### config.mk
export PLATFORM = sky130hd
export DESIGN_NAME = odd_parity_serial_tx
export DESIGN_NICKNAME = d
export VERILOG_FILES = /design/src/rtl/odd_parity_pkg.sv /design/src/rtl/odd_parity_gen.sv /design/src/rtl/odd_parity_serial_tx.sv
export SDC_FILE = /design/constraint.sdc
export NUM_CORES = 1
export LEC_CHECK = 0
export BUFFER_PORTS_ARGS = -buffer_cell sky130_fd_sc_hd__buf_2
export CELL_PAD_IN_SITES_DETAIL_PLACEMENT = 1
export CELL_PAD_IN_SITES_GLOBAL_PLACEMENT = 1
export CORE_MARGIN = 1.5
export CORE_UTILIZATION = 41
export DETAILED_ROUTE_END_ITERATION = 8
export PLACE_DENSITY = 0.76
export SYNTH_ARGS = -nofsm -noshare
export SYNTH_HDL_FRONTEND = slang
export SYNTH_SLANG_ARGS = --single-unit
### constraint.sdc
create_clock -name clk -period 1.73 [get_ports clk]
set_input_delay 0.346 -clock clk [delete_from_list [all_inputs] [get_ports clk]]
set_output_delay 0.346 -clock clk [all_outputs]
set_load 0.01 [all_outputs]
### src/rtl/odd_parity_pkg.sv
// Shared types and helpers for the odd-parity serial link (transmitter and checker side).
package odd_parity_pkg;

  typedef enum logic [2:0] {
    IDLE,
    START,
    DATA,
    PARITY,
    STOP
  } tx_state_e;

  // Start, parity and stop bits surround the payload.
  localparam int NON_DATA_BITS = 3;

  function automatic int frame_cycles(input int data_w, input int baud_div);
    return (data_w + NON_DATA_BITS) * baud_div;
  endfunction

endpackage

### src/rtl/odd_parity_gen.sv
// Combinational odd-parity bit: makes the ones count over data plus this bit odd.
module odd_parity_gen #(
  parameter int DATA_W = 4
) (
  input  logic [DATA_W-1:0] data,
  output logic              parity
);

  assign parity = ~^data;

endmodule

### src/rtl/odd_parity_serial_tx.sv
// Odd-parity serial transmitter: start, DATA_W bits LSB-first, parity, stop.
// Optional macro ODD_PARITY_TX_ERR_INJECT_EN adds inject_err to force even parity for one frame.
module odd_parity_serial_tx
  import odd_parity_pkg::*;
#(
  parameter int DATA_W   = 4,
  parameter int BAUD_DIV = 1
) (
  input  logic              clk,
  input  logic              rst_n,
`ifdef ODD_PARITY_TX_ERR_INJECT_EN
  input  logic              inject_err,
`endif
  input  logic              in_valid,
  input  logic [DATA_W-1:0] in_data,
  output logic              in_ready,
  output logic              tx_serial,
  output logic              tx_busy,
  output logic              frame_done
);

  localparam int BW = (BAUD_DIV > 1) ? $clog2(BAUD_DIV) : 1;
  localparam int CW = (DATA_W > 1) ? $clog2(DATA_W) : 1;
  localparam logic [BW-1:0] BAUD_LAST = BW'(BAUD_DIV - 1);
  localparam logic [CW-1:0] BIT_LAST  = CW'(DATA_W - 1);

  tx_state_e         state, state_nxt;
  logic [BW-1:0]     baud_cnt, baud_nxt;
  logic [CW-1:0]     bit_cnt, bit_nxt;
  logic [DATA_W-1:0] shift, shift_nxt;
  logic              parity, parity_nxt;
  logic              gen_parity;
  logic              serial_nxt, done_nxt;
  logic              baud_wrap, accept, frame_parity;

  odd_parity_gen #(.DATA_W(DATA_W)) u_gen (
    .data   (in_data),
    .parity (gen_parity)
  );

`ifdef ODD_PARITY_TX_ERR_INJECT_EN
  assign frame_parity = gen_parity ^ inject_err;
`else
  assign frame_parity = gen_parity;
`endif

  assign in_ready  = (state == IDLE);
  assign tx_busy   = (state != IDLE);
  assign accept    = in_valid && in_ready;
  assign baud_wrap = (baud_cnt == BAUD_LAST);

  always_comb begin
    state_nxt  = state;
    baud_nxt   = baud_cnt;
    bit_nxt    = bit_cnt;
    shift_nxt  = shift;
    parity_nxt = parity;
    if (state != IDLE) begin
      baud_nxt = baud_wrap ? '0 : baud_cnt + 1'b1;
    end
    unique case (state)
      IDLE: begin
        if (accept) begin
          state_nxt  = START;
          baud_nxt   = '0;
          bit_nxt    = '0;
          shift_nxt  = in_data;
          parity_nxt = frame_parity;
        end
      end
      START: begin
        if (baud_wrap) state_nxt = DATA;
      end
      DATA: begin
        if (baud_wrap) begin
          shift_nxt = shift >> 1;
          if (bit_cnt == BIT_LAST) begin
            state_nxt = PARITY;
            bit_nxt   = '0;
          end else begin
            bit_nxt = bit_cnt + 1'b1;
          end
        end
      end
      PARITY: begin
        if (baud_wrap) state_nxt = STOP;
      end
      STOP: begin
        if (baud_wrap) state_nxt = IDLE;
      end
      default: state_nxt = IDLE;
    endcase
  end

  // Line level and done pulse are registered from the upcoming state so they
  // line up exactly with the state they describe.
  always_comb begin
    serial_nxt = 1'b1;
    unique case (state_nxt)
      START:   serial_nxt = 1'b0;
      DATA:    serial_nxt = shift_nxt[0];
      PARITY:  serial_nxt = parity_nxt;
      default: serial_nxt = 1'b1;
    endcase
    done_nxt = (state_nxt == STOP) && (baud_nxt == BAUD_LAST);
  end

  always_ff @(posedge clk or negedge rst_n) begin
    if (!rst_n) begin
      state      <= IDLE;
      baud_cnt   <= '0;
      bit_cnt    <= '0;
      shift      <= '0;
      parity     <= 1'b0;
      tx_serial  <= 1'b1;
      frame_done <= 1'b0;
    end else begin
      state      <= state_nxt;
      baud_cnt   <= baud_nxt;
      bit_cnt    <= bit_nxt;
      shift      <= shift_nxt;
      parity     <= parity_nxt;
      tx_serial  <= serial_nxt;
      frame_done <= done_nxt;
    end
  end

endmodule
==> results_dict.tcl <==
set metrics [dict create \
    hp-start "in_valid" \
    min_to "baud_cnt" \
    initial_core_util_pct 44.2 \
    cts-buffers-inserted 3 \
    netlist_instances 61 \
    fin_ws_ns 0.123 \
    post_cts_buffers 0 \
    die_h_um 43.5 \
    ir_drop_uv 912 \
    synth.net_count 69 \
    routed_via_density 5.53 \
    cts.sinks 13 \
    cts_tree "built" \
    start_kind "flip-flop" \
    drt_pass1_iterations 4 \
    antenna_left 0 \
    place_inst 85 \
    cp-startpoint "state[1]" \
    maxSlewHeadroom_pct 77.8 \
    yosysWarningCount 0 \
    num-nets-final 83 \
    fmax_ghz 0.622 \
    antenna_found_initial 0 \
    slew_viol_final 0 \
    status "finished clean" \
    drive_gt1_share_pct 31.1 \
    clk_pin_slew_ns 0.08 \
    mostFrequentLayoutCells "dfrtp_1, buf_2, nand2_1, nor2_1" \
    grt_max_degree 14 \
    final_common_cell "dfrtp_1" \
    grt_usage_pct 17.5 \
    dp_hpwl_um 1050 \
    p_per_area_mw_per_mm2 1900 \
    gp_congestion 0.775 \
    rrSetupSlack_ns 0.37 \
    fillers 178 \
    synth_top_family_by_area "simple AND/OR/NAND/NOR gates" \
    maxCapViolCount 0 \
    tightest_slew_ns 0.333 \
    synth_compound_gate_area_share_pct 18.4 \
    floorplan.rows 14 \
    cp_max_fo 10 \
    setup_viol 0 \
    avgRoutedWirePerCell_um 15.2 \
    grt_pass1_wl_um 2460 \
    chipWidth_um 43.5 \
    hold_class "in -> reg" \
    synth-simple-area-share_pct 21.6 \
    end_kind "primary output" \
    io_pins 11 \
    ys_seq_elements 13 \
    vias 498 \
    avgSynthCellArea_sq_um 11.0 \
    stdcell_count 90 \
    netlist-cell-type-count 31 \
    fin_crit_sh_pct 92.9 \
    synthXorXnorAreaFrac_pct 5.20 \
    coreArea_sq_mm 0.00152 \
    ys_seq_area_share_pct 48.5 \
    seqCellArea_sq_um 327 \
    arrival_ns 1.26 \
    rr_endpoint "tx_serial" \
    drc 0 \
    min_period_ns 1.61 \
    diodes 0 \
    overflow 0 \
    critPathKind "reg -> out" \
    fin_tns_setup_ns 0 \
    drtIter0Drc 2 \
    grt_pass1_vias 544 \
    cts_hold_buf 1 \
    syn_area_sq_um 673 \
    io_buffers 10 \
    cts_max_path_buffers 2 \
    wl_um 1370 \
    skew_ns 0.000929 \
    hold_viol_final 0 \
    clockRootBuffer "clkbuf_4" \
    synth_adder_area_share_pct 1.86 \
    multiInputGateArea_sq_um 327 \
    clock_latency_ns 0.28 \
    leakage_nw 0.348 \
    rr_worst_depth 4 \
    cts_resized 0 \
    area_delta_synth_final_pct 13.4 \
    rr_startpoint "state[1]" \
    cts_max_level 1 \
    cp.required_ns 1.38 \
    post-place-ws_ns 0.376 \
    rsz0062_at_grt "false" \
    hold_depth 2 \
    dieArea_sq_mm 0.00189 \
    synth_mux_area_share_pct 1.49 \
]
## flip-flops by register name, indices dropped and copies added (netlist names)
name        cells
baud_cnt        1
shift           4
frame_done      1
state           3
tx_serial       1
parity          1
bit_cnt         2
## how the worst max path moves through the flow
stage	end	slack (ns)	depth (start not counted)
floorplan	tx_serial	0.41	5
global placement	tx_serial	0.42	4
detailed placement	tx_serial	0.38	4
CTS	tx_busy	0.10	3
global route	tx_busy	0.03	3
finish	tx_busy	0.12	3
## power breakdown
part | switching (mW) | internal [mW] | leakage [nW]
logic | 0.331 | 0.343 | 0.170
registers | 0.136 | 0.444 | 0.163
clock network | 0.103 | 0.0895 | 0.0150
total | 0.571 | 0.877 | 0.348
## per-layer routing
layer  track usage (%)  share of wire (%)
met2              26.0                 45
met5                 0                  0
met3              3.75                3.1
met4              7.27                1.8
met1              24.9                 50
## cell type report
class | instances | area share [%]
timing repair buffer | 11 | 7.87
tap | 16 | 2.62
inverter | 1 | 0.492
sequential | 13 | 42.8
multi-input combinational | 45 | 42.8
clock buffer | 4 | 3.44
## critical path, cell delays in order (launching register included)
cell and delay (ns):
dfrtp_1 0.50, nor3_4 0.26, inv_1 0.08, buf_2 0.14
## metrics by stage
step	power (mW)	hold WS [ns]	util, %	instance area, sq um
2_1_floorplan	1.11	0.0504	-	673
3_3_place_gp	1.23	0.251	47.7	727
3_5_place_dp	1.26	0.250	47.7	727
4_1_cts	1.46	0.281	50.1	763
5_1_grt	1.58	0.279	50.1	763
6_report	1.45	0.282	50.1	763
## kinds of logic (layout without fill, tap and decap cells)
kind of cell,after synthesis,in the layout
buffers and inverters,3,16
AO/OA/AOI/OAI,14,14
multiplexers,1,1
AND/OR/NAND/NOR,25,25
adder cells (fa/ha/maj),1,1
flip-flops,13,13
XOR/XNOR,4,4
## cell usage after synthesis, drive strengths merged
master	number	area, sq um
xor2	1	8.76
o21a	1	7.51
clkbuf	1	5.00
a211oi	1	7.51
buf	1	11.3
dfstp	1	26.3
nand2	8	32.5
mux2i	1	10.0
and2b	3	25.0
o221a	1	20.0
a21o	1	8.76
nand3b	1	7.51
inv	1	3.75
nor2	4	15.0
ha	1	12.5
a2bb2oi	1	15.0
a22o	3	26.3
nand3	2	10.0
xnor2	3	26.3
nor3b	1	7.51
o21ai	4	23.8
a22oi	2	15.0
and2	2	13.8
nor3	2	21.3
nand2b	2	12.5
dfrtp	12	300
(Power assumes the default switching activity.)
